### src/rtl/ps2_keyboard_rx_if.sv
// Key-event bus from the PS/2 receiver to downstream key-action logic.
// scan_code_ready is a one-cycle valid with no back-pressure; scan_code/is_break/is_extended are levels that are
// valid from that cycle until the next event, and frame_error is a separate one-cycle strobe never coincident with ready.
interface ps2_keyboard_rx_if;
    logic [7:0] scan_code;
    logic       scan_code_ready;
    logic       is_break;
    logic       is_extended;
    logic       frame_error;

    modport master (
        output scan_code,
        output scan_code_ready,
        output is_break,
        output is_extended,
        output frame_error
    );

    modport slave (
        input scan_code,
        input scan_code_ready,
        input is_break,
        input is_extended,
        input frame_error
    );
endinterface

### src/rtl/ps2_keyboard_rx.sv
// PS/2 device-to-host receiver: synchronise and debounce the pins, deframe 11-bit frames,
// and fold E0/F0 prefixes into is_extended/is_break on a single strobe per key event.
module ps2_keyboard_rx #(
    parameter int FILTER_LEN     = 8,
    parameter int TIMEOUT_CYCLES = 250_000,
    parameter int REPORT_BREAK   = 0
) (
    input  logic                     clk,
    input  logic                     reset_n,
    input  logic                     ps2_clk,
    input  logic                     ps2_data,
    ps2_keyboard_rx_if.master        kb,
    output logic [1:0]               dbg_state
);
    localparam int TW = $clog2(TIMEOUT_CYCLES + 1);

    typedef enum logic [1:0] {
        IDLE   = 2'd0,
        DATA   = 2'd1,
        PARITY = 2'd2,
        STOP   = 2'd3
    } state_t;

    state_t          state_q, state_d;
    logic            clk_s1_q, clk_s2_q, dat_s1_q, dat_s2_q;
    logic            filt_q, filt_d;
    logic [7:0]      fcnt_q, fcnt_d;
    logic            fall;
    logic [7:0]      shift_q, shift_d;
    logic [2:0]      bcnt_q, bcnt_d;
    logic            par_q, par_d;
    logic [TW-1:0]   tcnt_q, tcnt_d;
    logic            timeout;
    logic            frame_ok;
    logic            brk_pend_q, brk_pend_d, ext_pend_q, ext_pend_d;
    logic [7:0]      code_q, code_d;
    logic            brk_q, brk_d, ext_q, ext_d, rdy_q, rdy_d, err_q, err_d;

    always_ff @(posedge clk or negedge reset_n) begin
        if (!reset_n) begin
            clk_s1_q <= 1'b1;
            clk_s2_q <= 1'b1;
            dat_s1_q <= 1'b1;
            dat_s2_q <= 1'b1;
            filt_q   <= 1'b1;
            fcnt_q   <= '0;
        end else begin
            clk_s1_q <= ps2_clk;
            clk_s2_q <= clk_s1_q;
            dat_s1_q <= ps2_data;
            dat_s2_q <= dat_s1_q;
            filt_q   <= filt_d;
            fcnt_q   <= fcnt_d;
        end
    end

    // Filtered clock follows the synced pin only after FILTER_LEN consecutive differing samples.
    always_comb begin
        filt_d = filt_q;
        fcnt_d = '0;
        if (clk_s2_q != filt_q) begin
            if (fcnt_q == 8'(FILTER_LEN - 1)) filt_d = clk_s2_q;
            else                              fcnt_d = fcnt_q + 8'd1;
        end
    end

    assign fall    = filt_q & ~filt_d;
    assign timeout = (state_q != IDLE) && !fall && (tcnt_q == TW'(TIMEOUT_CYCLES - 1));
    assign tcnt_d  = (state_q == IDLE || fall || timeout) ? '0 : tcnt_q + 1'b1;

    always_ff @(posedge clk or negedge reset_n) begin
        if (!reset_n) state_q <= IDLE;
        else          state_q <= state_d;
    end

    always_comb begin
        state_d = state_q;
        if (timeout) begin
            state_d = IDLE;
        end else if (fall) begin
            case (state_q)
                IDLE:    if (!dat_s2_q) state_d = DATA;
                DATA:    if (bcnt_q == 3'd7) state_d = PARITY;
                PARITY:  state_d = STOP;
                default: state_d = IDLE;
            endcase
        end
    end

    // Odd parity over data+parity, plus stop bit high, qualifies the byte.
    assign frame_ok = dat_s2_q & (^{shift_q, par_q});

    always_comb begin
        shift_d    = shift_q;
        bcnt_d     = bcnt_q;
        par_d      = par_q;
        brk_pend_d = brk_pend_q;
        ext_pend_d = ext_pend_q;
        code_d     = code_q;
        brk_d      = brk_q;
        ext_d      = ext_q;
        rdy_d      = 1'b0;
        err_d      = 1'b0;
        if (timeout) begin
            err_d      = 1'b1;
            brk_pend_d = 1'b0;
            ext_pend_d = 1'b0;
        end else if (fall) begin
            case (state_q)
                IDLE: begin
                    if (dat_s2_q) begin
                        err_d      = 1'b1;
                        brk_pend_d = 1'b0;
                        ext_pend_d = 1'b0;
                    end else begin
                        bcnt_d = '0;
                    end
                end
                DATA: begin
                    shift_d = {dat_s2_q, shift_q[7:1]};
                    bcnt_d  = bcnt_q + 3'd1;
                end
                PARITY: par_d = dat_s2_q;
                default: begin
                    if (!frame_ok) begin
                        err_d      = 1'b1;
                        brk_pend_d = 1'b0;
                        ext_pend_d = 1'b0;
                    end else if (shift_q == 8'hF0) begin
                        brk_pend_d = 1'b1;
                    end else if (shift_q == 8'hE0) begin
                        ext_pend_d = 1'b1;
                    end else begin
                        brk_pend_d = 1'b0;
                        ext_pend_d = 1'b0;
                        // Silent break events leave the visible levels untouched.
                        if (!brk_pend_q || REPORT_BREAK != 0) begin
                            code_d = shift_q;
                            brk_d  = brk_pend_q;
                            ext_d  = ext_pend_q;
                            rdy_d  = 1'b1;
                        end
                    end
                end
            endcase
        end
    end

    always_ff @(posedge clk or negedge reset_n) begin
        if (!reset_n) begin
            shift_q    <= '0;
            bcnt_q     <= '0;
            par_q      <= 1'b0;
            tcnt_q     <= '0;
            brk_pend_q <= 1'b0;
            ext_pend_q <= 1'b0;
            code_q     <= '0;
            brk_q      <= 1'b0;
            ext_q      <= 1'b0;
            rdy_q      <= 1'b0;
            err_q      <= 1'b0;
        end else begin
            shift_q    <= shift_d;
            bcnt_q     <= bcnt_d;
            par_q      <= par_d;
            tcnt_q     <= tcnt_d;
            brk_pend_q <= brk_pend_d;
            ext_pend_q <= ext_pend_d;
            code_q     <= code_d;
            brk_q      <= brk_d;
            ext_q      <= ext_d;
            rdy_q      <= rdy_d;
            err_q      <= err_d;
        end
    end

    assign kb.scan_code       = code_q;
    assign kb.scan_code_ready = rdy_q;
    assign kb.is_break        = brk_q;
    assign kb.is_extended     = ext_q;
    assign kb.frame_error     = err_q;
    assign dbg_state          = state_q;
endmodule

### src/flat_wrapper.sv
// flat-port wrapper written by rule: the top's interface ports become plain ports
module ps2_keyboard_rx_flat 
#(
    parameter int FILTER_LEN     = 8,
    parameter int TIMEOUT_CYCLES = 250_000,
    parameter int REPORT_BREAK   = 0
)
  (clk, reset_n, ps2_clk, ps2_data, dbg_state, kb_scan_code, kb_scan_code_ready, kb_is_break, kb_is_extended, kb_frame_error);
  ps2_keyboard_rx_if kb_i ();
  input  logic clk;
  input  logic reset_n;
  input  logic ps2_clk;
  input  logic ps2_data;
  output logic [1:0] dbg_state;
  output wire logic [$bits(kb_i.scan_code)-1:0] kb_scan_code;
  output wire logic [$bits(kb_i.scan_code_ready)-1:0] kb_scan_code_ready;
  output wire logic [$bits(kb_i.is_break)-1:0] kb_is_break;
  output wire logic [$bits(kb_i.is_extended)-1:0] kb_is_extended;
  output wire logic [$bits(kb_i.frame_error)-1:0] kb_frame_error;
  assign kb_scan_code = kb_i.scan_code;
  assign kb_scan_code_ready = kb_i.scan_code_ready;
  assign kb_is_break = kb_i.is_break;
  assign kb_is_extended = kb_i.is_extended;
  assign kb_frame_error = kb_i.frame_error;
  ps2_keyboard_rx #(.FILTER_LEN(FILTER_LEN), .TIMEOUT_CYCLES(TIMEOUT_CYCLES), .REPORT_BREAK(REPORT_BREAK)) u_core (.clk(clk), .reset_n(reset_n), .ps2_clk(ps2_clk), .ps2_data(ps2_data), .kb(kb_i), .dbg_state(dbg_state));
endmodule
### config.mk
export PLATFORM = sky130hd
export DESIGN_NAME = ps2_keyboard_rx_flat
export DESIGN_NICKNAME = d
export VERILOG_FILES = /design/src/rtl/ps2_keyboard_rx_if.sv /design/src/rtl/ps2_keyboard_rx.sv /design/src/flat_wrapper.sv
export SDC_FILE = /design/constraint.sdc
export NUM_CORES = 1
export LEC_CHECK = 0
export BUFFER_PORTS_ARGS = -buffer_cell sky130_fd_sc_hd__buf_2
export CAP_MARGIN = 0
export CORE_UTILIZATION = 50
export CTS_BUF_LIST = sky130_fd_sc_hd__clkbuf_4
export DETAILED_ROUTE_END_ITERATION = 7
export HOLD_SLACK_MARGIN = 0.08
export PLACE_DENSITY = 0.65
export SYNTH_ARGS = -nofsm -noshare
export SYNTH_HDL_FRONTEND = slang
export SYNTH_SLANG_ARGS = --single-unit
### constraint.sdc
create_clock -name clk -period 2.6 [get_ports clk]
set_input_delay 0.78 -clock clk [delete_from_list [all_inputs] [get_ports clk]]
set_output_delay 0.78 -clock clk [all_outputs]
set_load 0.01 [all_outputs]
==> results by group <==
GRT
  – Initial antenna violation count: 0
  – Global Route Usage Sum: around a fifth
  – Remaining global-route overflow: 0
  – Number of global-route vias before repair: approximately 1800
  – Global-route wire length before repair: 8840 µm
  – Largest net degree at the start of global routing: 59

Final layout
  – NumNets Final: about 300
  – Final cell count without fillers: 360
  – Final core occ: 57.6%
  – Share of layout cells above drive strength 1: a little over a fifth
  – Ant. Diodes: 0
  – Area Growth Syn to Fin: 10.7%

Worst hold path
  – Worst hold endpoint: u_core.clk_s2_q$_DFF_PN1_
  – Hold path depth: 0
  – HP Start: u_core.clk_s1_q$_DFF_PN1_
  – Hold Path Class: register to register

CTS
  – Setup bufs post-CTS: 0
  – Hold_buf cts: 0
  – Clock buffer depth: 2
  – CTS Root Buffer Type: clkbuf_4
  – Clk Latency, worst-skew pair: roughly 0.38 ns
  – CTS resizes: 0
  – CTS Sinks: 58
  – CTS Buf Count: 9
  – Worst-path clk slew: 0.09 ns
  – CTS tree: done
  – Depth of the CTS H-tree: 3

Placement
  – Post-Place Cells: 344
  – Port bufs: 16
  – RePlAce Congestion: ~0.76
  – Hpwl dp: 3450 µm

Routing
  – Post-route ant nets: 0
  – DR iter-0 viols: between 70 and 80
  – Via count: between 1500 and 2000
  – Detailed Route WL: around 5100 µm
  – Average vias per placed instance: roughly 5.3
  – Drt drc: 0
  – Drt pass-1 iters: 5
  – DR WL/cell: 14.1 µm

Worst setup path
  – WP data arrival: about 2.7 ns
  – Worst r2r path cells: 6
  – Crit start category: register
  – Critical path type: register to register
  – Critical Path Fanout Max: 9
  – Crit Reg-Reg Endpoint: u_core.kb.scan_code[1]$_DFFE_PN0P_
  – R2R Path Start: u_core.shift_q[4]$_DFFE_PN0P_
  – R2R setup slack: 0.17 ns
  – Crit path required time: between 2 and 3 ns
  – Crit. End Element: register

STA
  – Crit share post-route: about 94%
  – Slew @ Worst Pin: about 0.57 ns
  – Highest clock rate: 0.411 GHz
  – Min Tclk post-route: roughly 2.4 ns
  – Max Slew Vio Count: 0
  – # setup viols final: 0
  – Final hold viol count: 0
  – Slew HR: about 62%
  – Setup_tns: 0 ns
  – Setup Skew: 0.00779 ns
  – RSZ-0062 raised after global routing: false

Logic synthesis
  – Top_reg_cell synth: dfrtp_1
  – Post-synth EDFFs: 0
  – Synthesized instance count: 259
  – Largest area contributor in the netlist: dfrtp_1
  – Synth Net Count: 271
  – Synth Warn #: 0
  – Syn avg cell area: between 10 and 15 µm²
  – Unique cell type count in the Yosys netlist: 47
  – Mapped Area: 2870 µm²
  – Sequential fraction of the synthesis area: around half
  – Synth top area cells: dfrtp_1 46%, mux2_4 4.7%, dfstp_2 4.6%
  – Ys async rst share: 100%
  – Top-area cell type share of the netlist area: a little under half
  – Flops & latches, synth: 58

Outcome
  – Status: complete, no violations

Floorplanning
  – Die width: 77.7 µm
  – Die height: 77.7 µm
  – Initial Util: 52.1%
  – Site Rows: 27
  – IO Pins: 18
  – DIE AREA: 6040 µm²
  – Core Area: ~5500 µm²

Power and ir drop
  – Leak: 1.49 nW
  – Pwr per Cell Area: 532 nW/µm²
  – Worst IR Drop VDD: 326 µV

Job
  – Max-Cap Viols: 0
[layout by cell type, fill, tap and decap left out, drive strengths merged, types with 4 or more instances in the layout]
cell    instances
dfrtp          53
nor2           33
buf            21
mux2           18
nand3          17
xor2           15
nand2          14
xnor2          14
clkbuf         11
ha              8
inv             7
and3            6
nor3            6
nand4           5
nand4b          5
o21ai           5
dfstp           5
nor4            4
a21oi           4
clkinv          4
[sequential cells by signal (all words and copies together), names as in the netlist, 2 cells and up]
signal / flops
u_core.dbg_state: 2
u_core.kb.scan_code: 8
u_core.tcnt_q: 18
u_core.shift_q: 8
u_core.fcnt_q: 8
u_core.bcnt_q: 3
[worst max-delay path by stage]
stage / from / end / slack, ns
final: u_core.shift_q[4]$_DFFE_PN0P_ / u_core.kb.scan_code[1]$_DFFE_PN0P_ / 0.17
after global placement: u_core.shift_q[3]$_DFFE_PN0P_ / u_core.kb.scan_code[3]$_DFFE_PN0P_ / 0.25
after CTS: u_core.shift_q[3]$_DFFE_PN0P_ / u_core.kb.scan_code[1]$_DFFE_PN0P_ / 0.17
after floorplan: u_core.shift_q[3]$_DFFE_PN0P_ / u_core.kb.is_extended$_DFFE_PN0P_ / 0.34
after detailed placement: u_core.shift_q[3]$_DFFE_PN0P_ / u_core.kb.is_extended$_DFFE_PN0P_ / 0.22
after global routing: u_core.shift_q[3]$_DFFE_PN0P_ / u_core.kb.scan_code[2]$_DFFE_PN0P_ / 0.09
[Yosys cell counts, types with 2 or more instances]
cell type,n
nand3_1,17
nor4_1,4
clkbuf_1,5
ha_1,8
nand2_1,14
nand2b_1,2
nand4b_1,5
xor2_1,15
o21ai_0,5
nand4_1,5
or4b_2,2
and3_1,6
xnor2_1,14
mux2_4,9
nor3b_1,3
inv_1,7
mux2_2,9
nor2_1,33
nor3_1,5
mux2i_1,2
dfstp_2,5
nor2b_1,3
o21a_1,2
a21oi_1,4
dfrtp_1,53
[kinds of logic after synthesis]
family,share of synthesized area [%]
flip-flops,50.8
AO/OA/AOI/OAI,4.36
XOR/XNOR,9.69
other,0.131
buffers and inverters,2.40
adder cells (fa/ha/maj),3.49
multiplexers,8.94
AND/OR/NAND/NOR,20.2
[final cells by class]
cell class	count	area, µm²
Multi-Input combinational cell	186	1340
Clock buffer	11	82.6
Inverter	7	26.3
Sequential cell	58	1460
Tap cell	72	90.1
Clock inverter	5	46.3
Timing Repair Buffer	21	130
Fill cell	484	2330
[layer usage]
metal	GRT usage, %	share of wire (%)
met5	0	0
met4	9.62	1.7
met3	3.88	2.6
met2	29.3	47
met1	25.4	49
[through the flow]
step	cell area, µm²	power, W	worst slack [ns]	hold WS, ns
floorplan	2870	0.00105	0.343	0.345
global placement	3050	0.00110	0.249	0.347
detailed placement	3050	0.00110	0.216	0.347
CTS	3170	0.00171	0.170	0.360
global route	3170	0.00178	0.0882	0.364
finish	3170	0.00169	0.169	0.359
[critical path: stages (launching register included)]
cell,delay (ns)
dfrtp_1,0.46
xor2_1,0.17
xnor3_2,0.48
xnor2_1,0.16
or4_1,0.53
buf_4,0.21
mux2_4,0.30
[where the power goes]
group	switching, W	total [W]	internal, W
sequential	0.0000256	0.000963	0.000938
combinational	0.0000673	0.000114	0.0000468
clock	0.000307	0.000612	0.000305
(Power assumes the default switching activity.)
